## src/rtl/rs_slot_pkg.sv

```systemverilog
// rtl/rs_slot_pkg.sv - shared payload layout and state encoding for reservation-station slots
// Used by rs_slot and by the dispatch stage that builds the payload.
package rs_slot_pkg;

  localparam int RS_PAYLOAD_W     = 76;
  localparam int RS_TAG_W_DEFAULT = 6;
  localparam int RS_V_W           = 32;
  localparam int RS_RD_W          = 5;
  localparam int RS_ALU_W         = 5;

  // {rs2_v[32], rs2_ok, rs1_v[32], rs1_ok, rd[5], alu_ctrl[5]}
  localparam int RS_ALU_LSB    = 0;
  localparam int RS_RD_LSB     = 5;
  localparam int RS_RS1_OK_BIT = 10;
  localparam int RS_RS1_V_LSB  = 11;
  localparam int RS_RS2_OK_BIT = 43;
  localparam int RS_RS2_V_LSB  = 44;

  typedef enum logic [1:0] {
    EMPTY = 2'd0,
    WAIT  = 2'd1,
    READY = 2'd2
  } rs_state_e;

endpackage

```

## src/rtl/rs_operand_snoop.sv

```systemverilog
// rtl/rs_operand_snoop.sv - resolves one source operand against both CDB broadcast ports
// Port 0 wins when both ports carry the operand's tag; ok operands pass through untouched.
module rs_operand_snoop #(
  parameter int DATA_W = 32,
  parameter int TAG_W  = 6
) (
  input  logic              i_ok,
  input  logic [DATA_W-1:0] i_value,
  input  logic              i_cdb0_valid,
  input  logic [TAG_W-1:0]  i_cdb0_tag,
  input  logic [DATA_W-1:0] i_cdb0_data,
  input  logic              i_cdb1_valid,
  input  logic [TAG_W-1:0]  i_cdb1_tag,
  input  logic [DATA_W-1:0] i_cdb1_data,
  output logic              o_ok,
  output logic [DATA_W-1:0] o_value
);

  logic [TAG_W-1:0] w_tag;
  logic             w_hit0;
  logic             w_hit1;

  assign w_tag  = i_value[TAG_W-1:0];
  assign w_hit0 = !i_ok && i_cdb0_valid && (i_cdb0_tag == w_tag);
  assign w_hit1 = !i_ok && i_cdb1_valid && (i_cdb1_tag == w_tag);

  always_comb begin
    o_ok    = i_ok;
    o_value = i_value;
    if (w_hit0) begin
      o_ok    = 1'b1;
      o_value = i_cdb0_data;
    end else if (w_hit1) begin
      o_ok    = 1'b1;
      o_value = i_cdb1_data;
    end
  end

endmodule

```

## src/rtl/rs_slot.sv

```systemverilog
// rtl/rs_slot.sv - single-entry reservation-station slot with CDB wakeup and valid/ready issue
// Optional same-cycle issue from dispatch when RS_ISSUE_BYPASS_EN is defined.
module rs_slot
  import rs_slot_pkg::*;
#(
  parameter int DATA_W = 32,
  parameter int TAG_W  = RS_TAG_W_DEFAULT
) (
  input  logic                    i_clk,
  input  logic                    i_rst_n,
  input  logic                    i_flush,
  input  logic                    i_in_valid,
  input  logic [RS_PAYLOAD_W-1:0] i_in_data,
  input  logic                    i_cdb0_valid,
  input  logic [TAG_W-1:0]        i_cdb0_tag,
  input  logic [DATA_W-1:0]       i_cdb0_data,
  input  logic                    i_cdb1_valid,
  input  logic [TAG_W-1:0]        i_cdb1_tag,
  input  logic [DATA_W-1:0]       i_cdb1_data,
  input  logic                    i_fu_ready,
  output logic                    o_empty,
  output logic                    o_issue_valid,
  output logic [DATA_W-1:0]       o_issue_rs1,
  output logic [DATA_W-1:0]       o_issue_rs2,
  output logic [RS_RD_W-1:0]      o_issue_rd,
  output logic [RS_ALU_W-1:0]     o_issue_alu_ctrl
);

  rs_state_e             r_state;
  logic                  r_empty;
  logic                  r_issue_valid;
  logic                  r_rs1_ok;
  logic                  r_rs2_ok;
  logic [DATA_W-1:0]     r_rs1_v;
  logic [DATA_W-1:0]     r_rs2_v;
  logic [RS_RD_W-1:0]    r_rd;
  logic [RS_ALU_W-1:0]   r_alu;

  logic                  w_src_rs1_ok;
  logic                  w_src_rs2_ok;
  logic [DATA_W-1:0]     w_src_rs1_v;
  logic [DATA_W-1:0]     w_src_rs2_v;
  logic                  w_rs1_ok;
  logic                  w_rs2_ok;
  logic [DATA_W-1:0]     w_rs1_v;
  logic [DATA_W-1:0]     w_rs2_v;
  logic [RS_RD_W-1:0]    w_in_rd;
  logic [RS_ALU_W-1:0]   w_in_alu;
  logic                  w_bypass;

  // The same snoopers serve capture (payload operands) and wakeup (stored operands).
  assign w_src_rs1_ok = (r_state == EMPTY) ? i_in_data[RS_RS1_OK_BIT] : r_rs1_ok;
  assign w_src_rs2_ok = (r_state == EMPTY) ? i_in_data[RS_RS2_OK_BIT] : r_rs2_ok;
  assign w_src_rs1_v  = (r_state == EMPTY) ? DATA_W'(i_in_data[RS_RS1_V_LSB +: RS_V_W]) : r_rs1_v;
  assign w_src_rs2_v  = (r_state == EMPTY) ? DATA_W'(i_in_data[RS_RS2_V_LSB +: RS_V_W]) : r_rs2_v;
  assign w_in_rd      = i_in_data[RS_RD_LSB +: RS_RD_W];
  assign w_in_alu     = i_in_data[RS_ALU_LSB +: RS_ALU_W];

  rs_operand_snoop #(.DATA_W(DATA_W), .TAG_W(TAG_W)) u_snoop_rs1 (
    .i_ok         (w_src_rs1_ok),
    .i_value      (w_src_rs1_v),
    .i_cdb0_valid (i_cdb0_valid),
    .i_cdb0_tag   (i_cdb0_tag),
    .i_cdb0_data  (i_cdb0_data),
    .i_cdb1_valid (i_cdb1_valid),
    .i_cdb1_tag   (i_cdb1_tag),
    .i_cdb1_data  (i_cdb1_data),
    .o_ok         (w_rs1_ok),
    .o_value      (w_rs1_v)
  );

  rs_operand_snoop #(.DATA_W(DATA_W), .TAG_W(TAG_W)) u_snoop_rs2 (
    .i_ok         (w_src_rs2_ok),
    .i_value      (w_src_rs2_v),
    .i_cdb0_valid (i_cdb0_valid),
    .i_cdb0_tag   (i_cdb0_tag),
    .i_cdb0_data  (i_cdb0_data),
    .i_cdb1_valid (i_cdb1_valid),
    .i_cdb1_tag   (i_cdb1_tag),
    .i_cdb1_data  (i_cdb1_data),
    .o_ok         (w_rs2_ok),
    .o_value      (w_rs2_v)
  );

`ifdef RS_ISSUE_BYPASS_EN
  assign w_bypass = (r_state == EMPTY) && i_in_valid && !i_flush &&
                    w_rs1_ok && w_rs2_ok && i_fu_ready;
  assign o_issue_valid    = w_bypass | r_issue_valid;
  assign o_issue_rs1      = w_bypass ? w_rs1_v  : r_rs1_v;
  assign o_issue_rs2      = w_bypass ? w_rs2_v  : r_rs2_v;
  assign o_issue_rd       = w_bypass ? w_in_rd  : r_rd;
  assign o_issue_alu_ctrl = w_bypass ? w_in_alu : r_alu;
`else
  assign w_bypass         = 1'b0;
  assign o_issue_valid    = r_issue_valid;
  assign o_issue_rs1      = r_rs1_v;
  assign o_issue_rs2      = r_rs2_v;
  assign o_issue_rd       = r_rd;
  assign o_issue_alu_ctrl = r_alu;
`endif

  assign o_empty = r_empty;

  // Stored fields are zeroed whenever the slot empties so the issue outputs read 0 in EMPTY.
  always_ff @(posedge i_clk) begin
    if (!i_rst_n || i_flush) begin
      r_state       <= EMPTY;
      r_empty       <= 1'b1;
      r_issue_valid <= 1'b0;
      r_rs1_ok      <= 1'b0;
      r_rs2_ok      <= 1'b0;
      r_rs1_v       <= '0;
      r_rs2_v       <= '0;
      r_rd          <= '0;
      r_alu         <= '0;
    end else begin
      case (r_state)
        EMPTY: begin
          if (i_in_valid && !w_bypass) begin
            r_rs1_ok      <= w_rs1_ok;
            r_rs2_ok      <= w_rs2_ok;
            r_rs1_v       <= w_rs1_v;
            r_rs2_v       <= w_rs2_v;
            r_rd          <= w_in_rd;
            r_alu         <= w_in_alu;
            r_empty       <= 1'b0;
            r_issue_valid <= w_rs1_ok && w_rs2_ok;
            r_state       <= (w_rs1_ok && w_rs2_ok) ? READY : WAIT;
          end
        end
        WAIT: begin
          r_rs1_ok <= w_rs1_ok;
          r_rs2_ok <= w_rs2_ok;
          r_rs1_v  <= w_rs1_v;
          r_rs2_v  <= w_rs2_v;
          if (w_rs1_ok && w_rs2_ok) begin
            r_issue_valid <= 1'b1;
            r_state       <= READY;
          end
        end
        READY: begin
          if (i_fu_ready) begin
            r_state       <= EMPTY;
            r_empty       <= 1'b1;
            r_issue_valid <= 1'b0;
            r_rs1_ok      <= 1'b0;
            r_rs2_ok      <= 1'b0;
            r_rs1_v       <= '0;
            r_rs2_v       <= '0;
            r_rd          <= '0;
            r_alu         <= '0;
          end
        end
        default: begin
          r_state       <= EMPTY;
          r_empty       <= 1'b1;
          r_issue_valid <= 1'b0;
        end
      endcase
    end
  end

endmodule

```

## config.mk

```make
export PLATFORM = sky130hd
export DESIGN_NAME = rs_slot
export DESIGN_NICKNAME = d
export VERILOG_FILES = /design/src/rtl/rs_slot_pkg.sv /design/src/rtl/rs_operand_snoop.sv /design/src/rtl/rs_slot.sv
export SDC_FILE = /design/constraint.sdc
export NUM_CORES = 1
export LEC_CHECK = 0
export BUFFER_PORTS_ARGS = -buffer_cell sky130_fd_sc_hd__buf_2
export CAP_MARGIN = 30
export CORE_MARGIN = 5
export CORE_UTILIZATION = 25
export DETAILED_ROUTE_END_ITERATION = 6
export PLACE_DENSITY_LB_ADDON = 0.05
export SLEW_MARGIN = 20
export SYNTH_ARGS = -nofsm -noshare
export SYNTH_HDL_FRONTEND = slang
export SYNTH_HIERARCHICAL = 1
export SYNTH_SLANG_ARGS = --single-unit
```

## constraint.sdc

```tcl
create_clock -name i_clk -period 3.1 [get_ports i_clk]
set_input_delay 0.775 -clock i_clk [delete_from_list [all_inputs] [get_ports i_clk]]
set_output_delay 0.775 -clock i_clk [all_outputs]
set_load 0.05 [all_outputs]
```

Yosys cells after proc, flatten, opt, wreduce, memory -nomap -nowiden
Cells that the tools add are included.

word-level totals
  word-level logic and storage cells = 77
  bits in writable memories = 0
  flip-flop bits (word level) = 80
  memories = 0
  output and inout bits = 76
  input bits = 159
  latch bits = 0
  ROM bits = 0

operators by class
  multipliers = 0
  shift-type cells = 0
  $add $sub $neg = 0
  div/mod/pow operators = 0
  magnitude comparators = 0
  reduce and logical (&&, ||, !) cells = 20
  muxes and demuxes = 38
  bitwise gates (word level) = 1
  equal/unequal tests = 9

operator list
  cell                                            number
  2-to-1 mux 32 bit                               9
  one-hot mux 32 bit (3 select lines)             2
  == test 6 bit                                   4
  one-hot mux 5 bit (2 select lines)              2
  2-to-1 mux 5 bit                                3
  2-to-1 mux 1 bit                                13
  one-hot mux 1 bit (3 select lines)              4
  AND reduction 3 bit                             4
  logical AND 1 bit                               9
  2-to-1 mux 2 bit                                4
  inequality test 2 bit (second input constant)   3
  one-hot mux 2 bit (3 select lines)              1
  zero test 1 bit                                 3
  nonzero test 3 bit                              1
  == test 2 x 1 -> 1 bit (second input constant)  1
  == test 2 bit (second input constant)           1
  zero test 2 bit                                 1
  nonzero test 2 bit                              1
  logical OR 1 bit                                1
  NOT 1 bit                                       1

Logic depth before layout (Yosys ltp)
  depth in word-level cells = 11
  gate-level depth with buffers = 12
  depth with buffers taken out = 8

Cells and area by module
The synthesis kept the hierarchy.

modules (own cells, without submodules)
  module            instances  sequential area each (um2)  cells an instance  area an instance (um2)
  rs_slot           1          1581.5                      419                3900.0
  rs_operand_snoop  2          0.0                         175                1184.9

Least setup slack after synthesis
OpenSTA, ideal clock, no wires.

  path type = register to register
  start = register o_issue_valid (netlist name)
  end = register r_state[0]
  data required time = 2984 ps
  library setup time = 116 ps
  cell stages (with the launch flop) = 13
  path buffers = 4
  arrival = 2662 ps
  path slack = 322 ps
  clock period less this slack = 2778 ps
  cells stage by stage = dfxtp_1 > nor2_1 > buf_2 > buf_4 > mux2_2 > xnor2_1 > nand4_2 > or2_1 > buf_6 > buf_8 > nand3b_1 > nand2_1 > and3_1

RTL lines
  item                  line            source
  to (signal assigned)  rs_slot.sv:128  r_state <= (w_rs1_ok && w_rs2_ok) ? READY : WAIT;
  to (decl)             rs_slot.sv:29   rs_state_e r_state;

==> flow_metrics.env <==
export IMPL_syn_cell_area_um2=6270
export IMPL_synth_nets=928
export IMPL_finalSetupViolations=0
export IMPL_ir_drop_mv=0.2751
export IMPL_die_y_um=168.4
export IMPL_synth_seq_cells=79
export IMPL_finalCriticalPeriod_ns=2.703
export IMPL_drt_vias_per_instance=5.209
export IMPL_crit_chain="nor2_4, buf_12, mux2_2, xnor2_1, and3_1, buf_4, nand3_1, a31oi_2, nand4_1, o21ai_0"
export IMPL_clockBufferDepth=2
export IMPL_yosysSeqAreaShare_pct=25.22
export IMPL_insertion_delay_ns=0.35
export IMPL_worstPathMaxFanout=31
export IMPL_yosysWarnings=6
export IMPL_antenna_left=0
export IMPL_drc=0
export IMPL_h_tree_depth=3
export IMPL_grt_max_degree=69
export IMPL_min_from="r_rs1_ok"
export IMPL_tritoncts="done"
export IMPL_clk_pin_slew_ns=0.07
export IMPL_overflow=0
export IMPL_coreArea_um2=24960
export IMPL_post_cts_setup_buffers=0
export IMPL_numCtsBuffers=9
export IMPL_setup_worst_path_start_class="flop"
export IMPL_critPathBufInv=2
export IMPL_cts_hold_buf=0
export IMPL_drv_cap=0
export IMPL_die_w_um=168.4
export IMPL_crit_required_ns=3.38
export IMPL_timing_fmax_mhz=370.0
export IMPL_cts_root_buf="clkbuf_16"
export IMPL_layout_drive_gt1_share_pct=46.38
export IMPL_worst_pin_slew_ns=0.8852
export IMPL_slowest_delay_ns=0.43
export IMPL_rrSetupSlack_ns=0.40
export IMPL_grt_setup_unrepaired="no"
export IMPL_io_pins=235
export IMPL_slew_viol_final=0
export IMPL_min_path_cells=2
export IMPL_clock_skew_ns=0.008772
export IMPL_routed_via_count=6683
export IMPL_regToRegEndpoint="o_issue_rs1[2]"
export IMPL_cp_end_kind="flop"
export IMPL_ys_types=35
export IMPL_tns_ns=0
export IMPL_wl_per_cell_um=22.09
export IMPL_cts_num_sinks=79
export IMPL_most_common_layout_cells="234 x buf_2, 91 x o21ai_0, 79 x dfxtp_1"
export IMPL_synth_edf_count=0
export IMPL_area_delta_synth_final_pct=26.84
export IMPL_grt_pass1_vias=7250
export IMPL_gp_congestion=0.8892
export IMPL_start_util_pct=25.12
export IMPL_placedCellCount=1267
export IMPL_timing_rr_start="o_issue_valid"
export IMPL_synth_cells=769
export IMPL_grt_util_all_layers_pct=19.24
export IMPL_async_flop_share_pct=0
export IMPL_synth_area_per_cell_um2=8.153
export IMPL_dr_pass1_iters=5
export IMPL_diodes=0
export IMPL_maxSlewHeadroom_pct=40.98
export IMPL_dieArea_um2=28350
export IMPL_fp_row_count=58
export IMPL_yosys_most_used_dff="dfxtp_1"
export IMPL_min_to="r_rs1_ok"
export IMPL_final_nets=1107
export IMPL_p_per_area_nw_per_um2=413.9
export IMPL_final_hold_violation_count=0
export IMPL_ff2ff_path_depth=10
export IMPL_io_buffers=234
export IMPL_worstSetupPathType="flop to flop"
export IMPL_dp_hpwl_um=20900
export IMPL_grt_pass1_wl_um=42440
export IMPL_stdcell_count=1283
export IMPL_cp_slowest_cell="and3_1"
export IMPL_leakage_uw=0.002934
export IMPL_min_period_over_period_pct=87.19
export IMPL_first_iter_violations=396
export IMPL_cp_data_arrival_time_ns=2.98
export IMPL_final_common_cell="buf_2"
export IMPL_status="completed"
export IMPL_routed_wirelength_um=28340
export IMPL_postCtsResizedCells=0
export IMPL_antenna_found_initial=1
export IMPL_cp_top_family="simple AND/OR/NAND/NOR gates"
export IMPL_hold_path_class="flop to flop"
[synthesized netlist by cell type (3+ instances only)]
master	instances	area, µm²
o21ai_0	91	455.4
dfxtp_1	79	1582
nand2_1	69	259.0
nand3_1	68	340.3
nand4_1	68	425.4
mux2_2	66	743.2
nor3_1	64	320.3
a31oi_2	58	725.7
clkbuf_1	40	150.1
buf_2	33	165.2
o21ai_2	30	262.8
xnor2_1	24	210.2
a22o_1	10	87.58
o21ai_1	10	50.05
buf_6	8	90.09
a31oi_1	6	37.54
buf_8	6	90.09
and3_1	5	31.28
buf_4	5	37.54
nor2b_1	5	31.28
nor2_1	3	11.26
[through the flow]
step	power (µW)	hold WS [ns]	utilization, %	instance area (µm²)	setup WS [ns]
6_report	3292	0.4637	31.86	7953	0.3970
2_1_floorplan	1761	0.4335	-	6270	0.3222
4_1_cts	3339	0.4679	31.86	7953	0.3802
3_5_place_dp	2115	0.4528	30.57	7631	0.3959
5_1_grt	3458	0.4943	31.86	7953	0.2240
3_3_place_gp	2123	0.4548	30.57	7631	0.3872
[how the worst max path moves through the flow]
stage	slack, ns	end	from	cells after the start
floorplan	0.32	r_state[0]	o_issue_valid	12
global placement	0.39	o_issue_rs2[5]	i_in_data[48]	9
detailed placement	0.40	o_issue_rs1[24]	o_issue_valid	10
CTS	0.38	o_issue_rs1[24]	o_issue_valid	10
global route	0.22	o_issue_rs1[3]	o_issue_valid	10
finish	0.40	o_issue_rs1[2]	o_issue_valid	10
[sequential cells by signal, indices dropped and copies added (netlist names)]
register          count
o_issue_rs2          32
r_state               1
o_issue_rs1          32
o_issue_valid         1
o_empty               1
o_issue_rd            5
o_issue_alu_ctrl      5
r_rs1_ok              1
r_rs2_ok              1
[layer usage]
| metal | track usage, % | up-vias | routed length, µm |
|---|---|---|---|
| met4 | 6.281 | 2 | 760 |
| met3 | 3.757 | 41 | 1401 |
| li1 | - | 3235 | - |
| met5 | 0 | - | 11 |
| met1 | 23.73 | 3201 | 12090 |
| met2 | 33.61 | 204 | 14080 |
[final cells by class]
class,instances,area (µm²)
timing repair buffer,263,1476
clock buffer,10,229.0
clock inverter,6,92.59
inverter,1,3.754
fill,2862,17010
sequential,79,1582
tap,330,412.9
multi-input combinational,594,4156
[cells by family after synthesis]
kind of cell | Yosys count | synth area share, %
and+or+nand+nor | 293 | 24.05
buffers and inverters | 96 | 8.761
muxes | 67 | 12.01
xor gates and xnor gates | 24 | 3.353
AOI/OAI and AO/OA | 210 | 26.60
DFF | 79 | 25.22
[where the power goes]
part | internal, µW | switching, µW | total, µW | leakage, µW
sequential | 1060 | 33.8 | 1090 | 0.000643
clock | 713 | 491 | 1200 | 0.000150
combinational | 358 | 638 | 996 | 0.00214
[worst min-delay path, stage by stage, from the launching register on]
cell     delay, ns
dfxtp_1       0.31
nand2_1       0.05
o21ai_0       0.06
Power figures use the tool's default switching activity.
